`src/rtl/bp_me_nonsynth_cce_latency_hist_if.sv`:
```
// bp_me_nonsynth_cce_latency_hist_if: sample input and dump output channels of the CCE latency histogram
interface bp_me_nonsynth_cce_latency_hist_if #(
  parameter int lat_width_p   = 16,
  parameter int num_bins_p    = 8,
  parameter int count_width_p = 16
);
  localparam int bin_width_lp = $clog2(num_bins_p);
  logic                     sample_v_i;
  logic                     sample_ready_o;
  logic [1:0]               sample_op_i;
  logic [lat_width_p-1:0]   sample_latency_i;
  logic                     dump_i;
  logic                     dump_v_o;
  logic [1:0]               dump_op_o;
  logic [bin_width_lp-1:0]  dump_bin_o;
  logic [count_width_p-1:0] dump_count_o;
  logic                     dump_yumi_i;
  modport master (
    output sample_v_i, sample_op_i, sample_latency_i, dump_i, dump_yumi_i,
    input  sample_ready_o, dump_v_o, dump_op_o, dump_bin_o, dump_count_o
  );
  modport slave (
    input  sample_v_i, sample_op_i, sample_latency_i, dump_i, dump_yumi_i,
    output sample_ready_o, dump_v_o, dump_op_o, dump_bin_o, dump_count_o
  );
endinterface

```
`src/rtl/bp_me_nonsynth_cce_latency_hist.sv`:
```
// bp_me_nonsynth_cce_latency_hist: per-op log2 latency histogram of completed CCE requests, dumped one bin per handshake
// Optional macro BP_ME_CCE_HIST_CLEAR_ON_DUMP_EN: each dumped bin is zeroed as it is taken, so dumps report per-interval counts.
module bp_me_nonsynth_cce_latency_hist #(
  parameter int lat_width_p   = 16,
  parameter int num_bins_p    = 8,
  parameter int count_width_p = 16
) (
  input  logic                               clk_i,
  input  logic                               reset_i,
  bp_me_nonsynth_cce_latency_hist_if.slave   bus,
  output logic                               busy_o,
  output logic [31:0]                        total_samples_o
);
  localparam int num_ops_lp   = 4;
  localparam int bin_width_lp = $clog2(num_bins_p);
  localparam int num_recs_lp  = num_ops_lp * num_bins_p;
  localparam int idx_width_lp = $clog2(num_recs_lp);
  typedef enum logic [1:0] {e_clear, e_ready, e_dump} state_e;
  state_e                   state_r, state_n;
  logic [idx_width_lp-1:0]  index_r;
  logic [count_width_p-1:0] bins_r [num_recs_lp];
  logic [bin_width_lp-1:0]  sample_bin;
  logic [idx_width_lp-1:0]  sample_idx;
  logic                     sample_fire, yumi_fire, last_idx;
  // log2 bin of the incoming latency: highest power of two not exceeding it, clamped to the top bin
  always_comb begin
    sample_bin = '0;
    for (int i = 1; i < num_bins_p; i++)
      if (32'(bus.sample_latency_i) >= (32'd1 << i)) sample_bin = bin_width_lp'(i);
    sample_idx  = {bus.sample_op_i, sample_bin};
    sample_fire = bus.sample_v_i & bus.sample_ready_o;
    yumi_fire   = bus.dump_yumi_i & bus.dump_v_o;
    last_idx    = index_r == idx_width_lp'(num_recs_lp - 1);
  end
  // state register
  always_ff @(posedge clk_i)
    state_r <= reset_i ? e_clear : state_n;
  // next state: clear sweep, idle, dump sweep
  always_comb begin
    state_n = (state_r == e_clear && last_idx)              ? e_ready
            : (state_r == e_ready && bus.dump_i)            ? e_dump
            : (state_r == e_dump && yumi_fire && last_idx)  ? e_ready
            : state_r;
  end
  // outputs decoded from state and the sweep index
  always_comb begin
    bus.sample_ready_o = state_r == e_ready;
    bus.dump_v_o       = state_r == e_dump;
    busy_o             = state_r != e_ready;
    bus.dump_op_o      = index_r[idx_width_lp-1 -: 2];
    bus.dump_bin_o     = index_r[bin_width_lp-1:0];
    bus.dump_count_o   = bins_r[index_r];
  end
  // sweep index, op-major bin-minor; wraps to 0 after the last record
  always_ff @(posedge clk_i)
    if (reset_i) index_r <= '0;
    else if (state_r == e_clear || yumi_fire) index_r <= index_r + 1'b1;
    else if (state_r == e_ready) index_r <= '0;
  // bin counters: zeroed by the clear sweep, saturating increment on each accepted sample
  always_ff @(posedge clk_i)
    if (state_r == e_clear) bins_r[index_r] <= '0;
    else if (sample_fire && bins_r[sample_idx] != '1) bins_r[sample_idx] <= bins_r[sample_idx] + 1'b1;
`ifdef BP_ME_CCE_HIST_CLEAR_ON_DUMP_EN
    else if (yumi_fire) bins_r[index_r] <= '0;
`else
    else bins_r[index_r] <= bins_r[index_r];
`endif
  // saturating count of accepted samples since reset
  always_ff @(posedge clk_i)
    if (reset_i) total_samples_o <= '0;
    else if (sample_fire && total_samples_o != '1) total_samples_o <= total_samples_o + 1'b1;
endmodule

```
`src/flat_wrapper.sv`:
```
// flat-port wrapper written by rule: the top's interface ports become plain ports
module bp_me_nonsynth_cce_latency_hist_flat 
#(
  parameter int lat_width_p   = 16,
  parameter int num_bins_p    = 8,
  parameter int count_width_p = 16
)
  (clk_i, reset_i, busy_o, total_samples_o, bus_sample_v_i, bus_sample_op_i, bus_sample_latency_i, bus_dump_i, bus_dump_yumi_i, bus_sample_ready_o, bus_dump_v_o, bus_dump_op_o, bus_dump_bin_o, bus_dump_count_o);
  bp_me_nonsynth_cce_latency_hist_if #(.lat_width_p(lat_width_p), .num_bins_p(num_bins_p), .count_width_p(count_width_p)) bus_i ();
  input  logic clk_i;
  input  logic reset_i;
  output logic busy_o;
  output logic [31:0] total_samples_o;
  input wire logic [$bits(bus_i.sample_v_i)-1:0] bus_sample_v_i;
  input wire logic [$bits(bus_i.sample_op_i)-1:0] bus_sample_op_i;
  input wire logic [$bits(bus_i.sample_latency_i)-1:0] bus_sample_latency_i;
  input wire logic [$bits(bus_i.dump_i)-1:0] bus_dump_i;
  input wire logic [$bits(bus_i.dump_yumi_i)-1:0] bus_dump_yumi_i;
  output wire logic [$bits(bus_i.sample_ready_o)-1:0] bus_sample_ready_o;
  output wire logic [$bits(bus_i.dump_v_o)-1:0] bus_dump_v_o;
  output wire logic [$bits(bus_i.dump_op_o)-1:0] bus_dump_op_o;
  output wire logic [$bits(bus_i.dump_bin_o)-1:0] bus_dump_bin_o;
  output wire logic [$bits(bus_i.dump_count_o)-1:0] bus_dump_count_o;
  assign bus_i.sample_v_i = bus_sample_v_i;
  assign bus_i.sample_op_i = bus_sample_op_i;
  assign bus_i.sample_latency_i = bus_sample_latency_i;
  assign bus_i.dump_i = bus_dump_i;
  assign bus_i.dump_yumi_i = bus_dump_yumi_i;
  assign bus_sample_ready_o = bus_i.sample_ready_o;
  assign bus_dump_v_o = bus_i.dump_v_o;
  assign bus_dump_op_o = bus_i.dump_op_o;
  assign bus_dump_bin_o = bus_i.dump_bin_o;
  assign bus_dump_count_o = bus_i.dump_count_o;
  bp_me_nonsynth_cce_latency_hist #(.lat_width_p(lat_width_p), .num_bins_p(num_bins_p), .count_width_p(count_width_p)) u_core (.clk_i(clk_i), .reset_i(reset_i), .bus(bus_i), .busy_o(busy_o), .total_samples_o(total_samples_o));
endmodule
```
`config.mk`:
```
export PLATFORM = sky130hd
export DESIGN_NAME = bp_me_nonsynth_cce_latency_hist_flat
export DESIGN_NICKNAME = d
export VERILOG_FILES = /design/src/rtl/bp_me_nonsynth_cce_latency_hist_if.sv /design/src/rtl/bp_me_nonsynth_cce_latency_hist.sv /design/src/flat_wrapper.sv
export SDC_FILE = /design/constraint.sdc
export NUM_CORES = 1
export LEC_CHECK = 0
export BUFFER_PORTS_ARGS = -buffer_cell sky130_fd_sc_hd__buf_2
export CAP_MARGIN = 30
export CORE_UTILIZATION = 50
export DETAILED_ROUTE_END_ITERATION = 12
export GPL_ROUTABILITY_DRIVEN = 0
export PLACE_DENSITY = 0.65
export SKIP_LAST_GASP = 1
export SYNTH_ARGS = -nofsm -noshare
export SYNTH_HDL_FRONTEND = slang
export SYNTH_SLANG_ARGS = --single-unit
export TNS_END_PERCENT = 1
```
`constraint.sdc`:
```
create_clock -name clk_i -period 7.8 [get_ports clk_i]
set_input_delay 0.78 -clock clk_i [delete_from_list [all_inputs] [get_ports clk_i]]
set_output_delay 0.78 -clock clk_i [all_outputs]
set_load 0.01 [all_outputs]
```
==> results of run 1 <==
flip-flops by register name, indices dropped and copies added, names as in the netlist, named ones only:
signal                  cells
u_core.bins_r             512
u_core.state_r              2
u_core.index_r              5
u_core.total_samples_o     32
stage by stage:
step | utilization | hold slack, ns
final | 0.583 | 0.348
after global routing | 0.583 | 0.341
after CTS | 0.583 | 0.333
after detailed placement | 0.551 | 0.509
after global placement | 0.551 | 0.489
after floorplan | - | 0.487
synth_stat cells, types with 5 or more instances:
| library cell | count | share of area |
|---|---|---|
| nand4_1 | 16 | 0.0036 |
| a22o_1 | 6 | 0.0019 |
| o21ai_0 | 54 | 0.0098 |
| and4_1 | 8 | 0.0025 |
| a221oi_1 | 25 | 0.0080 |
| a211oi_1 | 25 | 0.0068 |
| edfxtp_1 | 512 | 0.56 |
| or3_1 | 8 | 0.0018 |
| and3_1 | 29 | 0.0066 |
| a21oi_1 | 49 | 0.0089 |
| xnor2_1 | 16 | 0.0051 |
| a22oi_1 | 13 | 0.0035 |
| mux2i_1 | 94 | 0.034 |
| nand3_1 | 80 | 0.015 |
| o211ai_1 | 10 | 0.0027 |
| buf_4 | 21 | 0.0057 |
| buf_2 | 34 | 0.0062 |
| buf_6 | 6 | 0.0025 |
| nor2_1 | 94 | 0.013 |
| a211o_1 | 5 | 0.0016 |
| mux4_2 | 165 | 0.14 |
| a2111oi_0 | 9 | 0.0029 |
| dfxtp_1 | 44 | 0.032 |
| inv_1 | 21 | 0.0029 |
| nor4_1 | 6 | 0.0014 |
| buf_1 | 13 | 0.0018 |
| mux2_2 | 28 | 0.011 |
| nor3_1 | 16 | 0.0029 |
| a221o_1 | 10 | 0.0036 |
| a31oi_1 | 23 | 0.0052 |
| o221ai_1 | 18 | 0.0057 |
| o21ai_1 | 6 | 0.0011 |
| nor2b_1 | 7 | 0.0016 |
| clkbuf_1 | 65 | 0.0089 |
| o22ai_1 | 10 | 0.0023 |
| nand2_1 | 264 | 0.036 |
| xor2_1 | 23 | 0.0073 |
worst reg2reg max path, stage by stage, from the launching register on:
cell       delay (ns)
edfxtp_1         0.35
mux2i_1          0.10
o2111ai_1        0.19
o21ai_1          0.12
nor4_1           0.62
and2_1           0.26
ha_1             0.22
nand3_2          0.12
nor3_2           0.30
and3_4           0.26
a21o_4           0.45
buf_12           0.30
mux2i_4          0.26
buf_4            0.31
cell usage in the layout, fill, tap and decap left out, types with 8 or more instances in the layout:
| cell | Yosys | final |
|---|---|---|
| a21oi_1 | 49 | 46 |
| xnor2_1 | 16 | 16 |
| mux2i_1 | 94 | 50 |
| buf_12 | 4 | 20 |
| buf_4 | 21 | 120 |
| o221ai_1 | 18 | 18 |
| o22ai_1 | 10 | 9 |
| nand2_1 | 264 | 264 |
| inv_1 | 21 | 21 |
| dfxtp_1 | 44 | 40 |
| a221o_1 | 10 | 10 |
| mux2i_4 | 0 | 32 |
| a211oi_1 | 25 | 25 |
| o21ai_0 | 54 | 54 |
| a22oi_1 | 13 | 13 |
| nor3_1 | 16 | 15 |
| clkbuf_16 | 0 | 56 |
| edfxtp_1 | 512 | 512 |
| a31oi_1 | 23 | 23 |
| clkinv_2 | 0 | 9 |
| clkinv_1 | 2 | 15 |
| a2111oi_0 | 9 | 9 |
| mux4_2 | 165 | 165 |
| a221oi_1 | 25 | 25 |
| xor2_1 | 23 | 23 |
| nor2_1 | 94 | 94 |
| or3_1 | 8 | 8 |
| buf_2 | 34 | 77 |
| clkbuf_1 | 65 | 17 |
| mux2_2 | 28 | 28 |
| nand4_1 | 16 | 16 |
| mux2i_2 | 0 | 12 |
| and3_1 | 29 | 28 |
| nand3_1 | 80 | 80 |
| o211ai_1 | 10 | 10 |
cells by family after synthesis:
group / synth area share
fa+ha+maj: 0.00182
compound gates: 0.0856
simple gates: 0.0968
mux: 0.182
xor+xnor: 0.0124
flops: 0.591
buf+inv: 0.0311
worst paths after layout:
check,startpoint,to,slack (ns),cells after the start
setup reg to reg,u_core.bins_r[17][1]$_DFFE_PP_,u_core.bins_r[6][13]$_DFFE_PP_,3.61,13
setup / recovery,bus_sample_latency_i[6],u_core.bins_r[6][13]$_DFFE_PP_,1.85,17
hold / removal,bus_dump_i,u_core.state_r[0]$_SDFFE_PP0P_,0.35,2
hold reg to reg,u_core.total_samples_o[26]$_SDFFE_PP0P_,u_core.total_samples_o[26]$_SDFFE_PP0P_,0.53,2
power groups by stage:
stage / Sequential (mW) / Clock, mW / Combinational [mW]
finish: 3.27 / 2.60 / 0.480
floorplan: 3.32 / 0 / 0.287
global placement: 3.33 / 0 / 0.468
global route: 3.27 / 2.72 / 0.491
detailed placement: 3.33 / 0 / 0.471
CTS: 3.27 / 2.61 / 0.472
per-layer routing:
metal  track usage  share of wire
met1         0.456           0.36
met4         0.185          0.061
met2         0.532           0.46
met3        0.0614           0.12
met5             0              0
cell type report:
class | count | share of cell area
Clock buffer | 73 | 0.0464
Clock inverter | 30 | 0.00805
Multi-Input combinational cell | 1222 | 0.346
Inverter | 23 | 0.00273
Sequential cell | 556 | 0.515
Antenna cell | 2 | 0.000159
Timing Repair Buffer | 219 | 0.0543
Tap cell | 696 | 0.0276
==> flow_summary.yaml, run 1 <==
status:
  status: "finished, final reports clean"
sta:
  finalHoldViolCount: 0
  post-route-worst-setup-slack_ns: 1.85
  final_max_slew_viol_count: 0
  relSlewSlack: 0.320
  rsz0062_at_grt: "no"
  fmax_mhz: 168
  finClkSkew_ns: 0.0286
  min_period_ns: 5.95
  setup_viol: 0
  worst_slew_pin_slew_ns: 1.01
  min_period_over_period: 0.762
  tns_ns: 0
drt:
  drt_first_pass_iters: 6
  wl_mm: 95.0
  via_per_inst: 7.09
  via_count: 20008
  drtIter0Drc: 3106
  drc: 0
  antenna_left: 0
  routedWlPerCell_um: 33.7
setup_path:
  path_buf_inv: 4
  cp_slowest_stage_delay_ns: 0.67
  critPathMaxFanout: 18
  critPathTopFamily: "simple AND/OR/NAND/NOR gates"
  critPathCaptureType: "register"
  cp_cell_sequence: "buf_2 > nor3_4 > nand2_1 > nand2_1 > buf_4 > a22oi_1 > and3_1 > nor4_1 > and2_1 > ha_1 > nand3_2 > nor3_2 > and3_4 > a21o_4 > buf_12 > mux2i_4 > buf_4"
  worstPathRequired_ns: 8.10
  crit_type: "input port to register"
  worst_path_max_delay_cell: "nor3_4"
  arrival_ns: 6.25
  start_kind: "input port"
yosys:
  synth_cells: 1944
  avgSynthCellArea_sq_um: 14.2
  synth-seq-cells: 556
  synth_area_sq_um: 27500
  synthesis.nets: 1971
  ys_warn_count: 0
  synthFlopType: "edfxtp_1"
  synth_edf_count: 512
  async_reset_ff_frac: 0
  synth.distinct_cells: 95
  ys_seq_area_frac: 0.591
clocking:
  post_cts_resized: 0
  hold_buffers: 0
  h-tree-depth: 2
  clk_pin_slew_worst_paths_ns: 0.06
  cts_max_path_buffers: 3
  cts_root_buf: "clkbuf_16"
  cts_tree: "built"
  cts_sinks: 556
  clk_latency_ns: 0.64
  cts_made_buffers: 56
  cts_setup_buffers: 0
floorplan:
  die_height_um: 237
  rows: 85
  die_w_um: 237
  core_sq_um: 54100
  io_pins: 79
  initial_core_util: 0.508
  dieArea_sq_um: 56000
place:
  hpwl_mm: 59.4
  post_dp_cell_area_sq_um: 29800
  dp.cells: 2716
  io_buffers: 77
  preCtsSetupSlack_ns: 1.43
pwr:
  clock_power_share: 0.410
  vdd_drop_max_mv: 0.192
  switching_share: 0.233
  seqPwrFrac: 0.514
  p_leak_nw: 10.8
  pwr-share-comb: 0.076
  p_switching_mw: 1.48
  power.total_mw: 6.35
  power.density_nw_per_um2: 201
  internal_power_mw: 4.87
global_route:
  grt_remaining_overflow: 0
  grt_antenna_before_repair: 2
  grt_pass1_vias: 19386
  grt_usage: 0.341
  grt_max_degree: 129
  grt_pass1_wl_mm: 136
cells_and_area:
  register_area_sq_um: 16300
  fin_area_sq_um: 31600
  fillers: 4142
  layout-area-overhead-vs-synth_pct: 14.7
  drive_above_1_share: 0.271
  final_nets: 2105
  multi_input_area_sq_um: 10900
  final_cell_count_no_fill: 2821
hold_path:
  hold_path_class: "input port to register"
run:
  max_cap_violations: 0
Power figures use the tool's default switching activity.
==> run 2: changes to the inputs <==
PLACE_DENSITY = 0.68   (was 0.65)
clock period = 5.2 ns   (was 7.8 ns; I/O delays follow)
==> flow_summary.yaml, run 2 (same netlist as run 1, synthesis figures left out) <==
cells_and_area:
  final_cell_count_no_fill: 2904
  fillers: 3977
  final_nets: 2193
  layout_commonest_cell: "edfxtp_1"
  reg.largest.list: "u_core.bins_r x512, u_core.total_samples_o x32, u_core.index_r x5"
  fin_area_sq_um: 32900
  register_area_sq_um: 16300
  largest-register: "u_core.bins_r"
  most-common-layout-cells: "512 x edfxtp_1, 264 x nand2_1, 165 x mux4_2"
  drive_above_1_share: 0.303
  multi_input_area_sq_um: 10900
  largest_reg_flops: 512
  layout-area-overhead-vs-synth_pct: 19.7
floorplan:
  die_height_um: 237
  die_w_um: 237
  core_sq_um: 54100
  io_pins: 79
  rows: 85
  initial_core_util: 0.508
  dieArea_sq_um: 56000
setup_path:
  r2r_cells: 16
  crit_type: "input port to register"
  r2r_slack_ns: 1.40
  arrival_ns: 5.20
  start_kind: "input port"
  worstPathRequired_ns: 5.65
  critPathMaxFanout: 16
  critPathCaptureType: "register"
global_route:
  grt_pass1_wl_mm: 136
  grt_pass1_vias: 19976
  grt_antenna_before_repair: 2
  grt_max_degree: 53
  grt_remaining_overflow: 0
  grt_usage: 0.338
hold_path:
  whs_path_depth: 2
  hold_path_class: "input port to register"
place:
  dp.cells: 2802
  hpwl_mm: 62.8
  preCtsSetupSlack_ns: 0.0131
  io_buffers: 77
  post_dp_cell_area_sq_um: 31200
pwr:
  p_switching_mw: 2.25
  internal_power_mw: 7.29
  clock_power_share: 0.404
  vdd_drop_max_mv: 0.302
  power.density_nw_per_um2: 290
  switching_share: 0.236
  p_leak_nw: 11.4
  pwr-share-comb: 0.079
  seqPwrFrac: 0.516
sta:
  final_max_slew_viol_count: 0
  finClkSkew_ns: 0.0290
  min_period_over_period: 0.915
  rsz0062_at_grt: "no"
  finalHoldViolCount: 0
  min_period_ns: 4.76
  fmax_mhz: 210
  relSlewSlack: 0.385
  timing.hold.ws_ns: 0.0873
  worst_slew_pin_slew_ns: 0.922
  setup_viol: 0
  post-route-worst-setup-slack_ns: 0.441
clocking:
  cts_root_buf: "clkbuf_16"
  cts_max_path_buffers: 3
  cts_setup_buffers: 0
  cts_made_buffers: 58
  h-tree-depth: 2
  cts_tree: "built"
  hold_buffers: 0
  cts_sinks: 556
  clk_pin_slew_worst_paths_ns: 0.06
  clk_latency_ns: 0.64
  post_cts_resized: 0
run:
  max_cap_violations: 0
drt:
  drtIter0Drc: 2999
  wl_mm: 94.4
  routedWlPerCell_um: 32.5
  antenna_left: 0
  via_count: 20396
  drc: 0
  drt_first_pass_iters: 6
  via_per_inst: 7.02
status:
  status: "finished, final reports clean"
[run 2: routing by layer]
| metal | GRT usage | vias up | part of all wire |
|---|---|---|---|
| met4 | 0.179 | 0 | 0.057 |
| met2 | 0.530 | 1616 | 0.47 |
| li1 | - | 8223 | - |
| met5 | 0 | - | 0 |
| met1 | 0.456 | 10242 | 0.36 |
| met3 | 0.0555 | 315 | 0.12 |
[run 2: worst paths after layout]
path / from / end
worst max-delay path: bus_sample_latency_i[3] / u_core.bins_r[30][4]$_DFFE_PP_
worst max register to register: u_core.bins_r[17][1]$_DFFE_PP_ / u_core.bins_r[30][4]$_DFFE_PP_
worst min register to register: u_core.total_samples_o[28]$_SDFFE_PP0P_ / u_core.total_samples_o[28]$_SDFFE_PP0P_
worst min-delay path: bus_dump_i / u_core.state_r[0]$_SDFFE_PP0P_
[run 2: power by group through the flow]
stage | Clock (mW) | Sequential [mW] | Combinational (mW)
floorplan | 0 | 4.97 | 0.430
global placement | 0 | 5.02 | 0.733
detailed placement | 0 | 5.02 | 0.737
CTS | 3.88 | 4.93 | 0.741
global route | 4.03 | 4.93 | 0.772
finish | 3.86 | 4.93 | 0.757
[run 2: final cells by class]
class	instances	share of cell area
Sequential cell	556	0.494
Multi-Input combinational cell	1222	0.331
Timing Repair Buffer	305	0.0937
Clock buffer	66	0.0459
Tap cell	696	0.0264
Clock inverter	34	0.00642
Inverter	23	0.00262
Antenna cell	2	0.000152
[run 2: through the flow]
| step | util | setup TNS (ns) | power, mW |
|---|---|---|---|
| floorplan | - | -20.49 | 5.40 |
| global placement | 0.576 | 0 | 5.75 |
| detailed placement | 0.577 | 0 | 5.76 |
| CTS | 0.609 | 0 | 9.55 |
| global route | 0.609 | 0 | 9.74 |
| finish | 0.609 | 0 | 9.54 |
[run 2: worst max-delay path, cell delays in order]
cell and delay, ns:
buf_2 0.21, or2_1 0.32, a21o_1 0.21, buf_4 0.18, nor3_2 0.39, buf_4 0.24
a22oi_1 0.08, a22o_1 0.21, nor4_1 0.38, buf_4 0.20, and2_1 0.15, ha_1 0.21
nand3_2 0.10, nor3_2 0.21, buf_4 0.17, and3_4 0.19, a21o_4 0.18, buf_12 0.20
buf_12 0.17, mux2i_2 0.35, buf_4 0.28
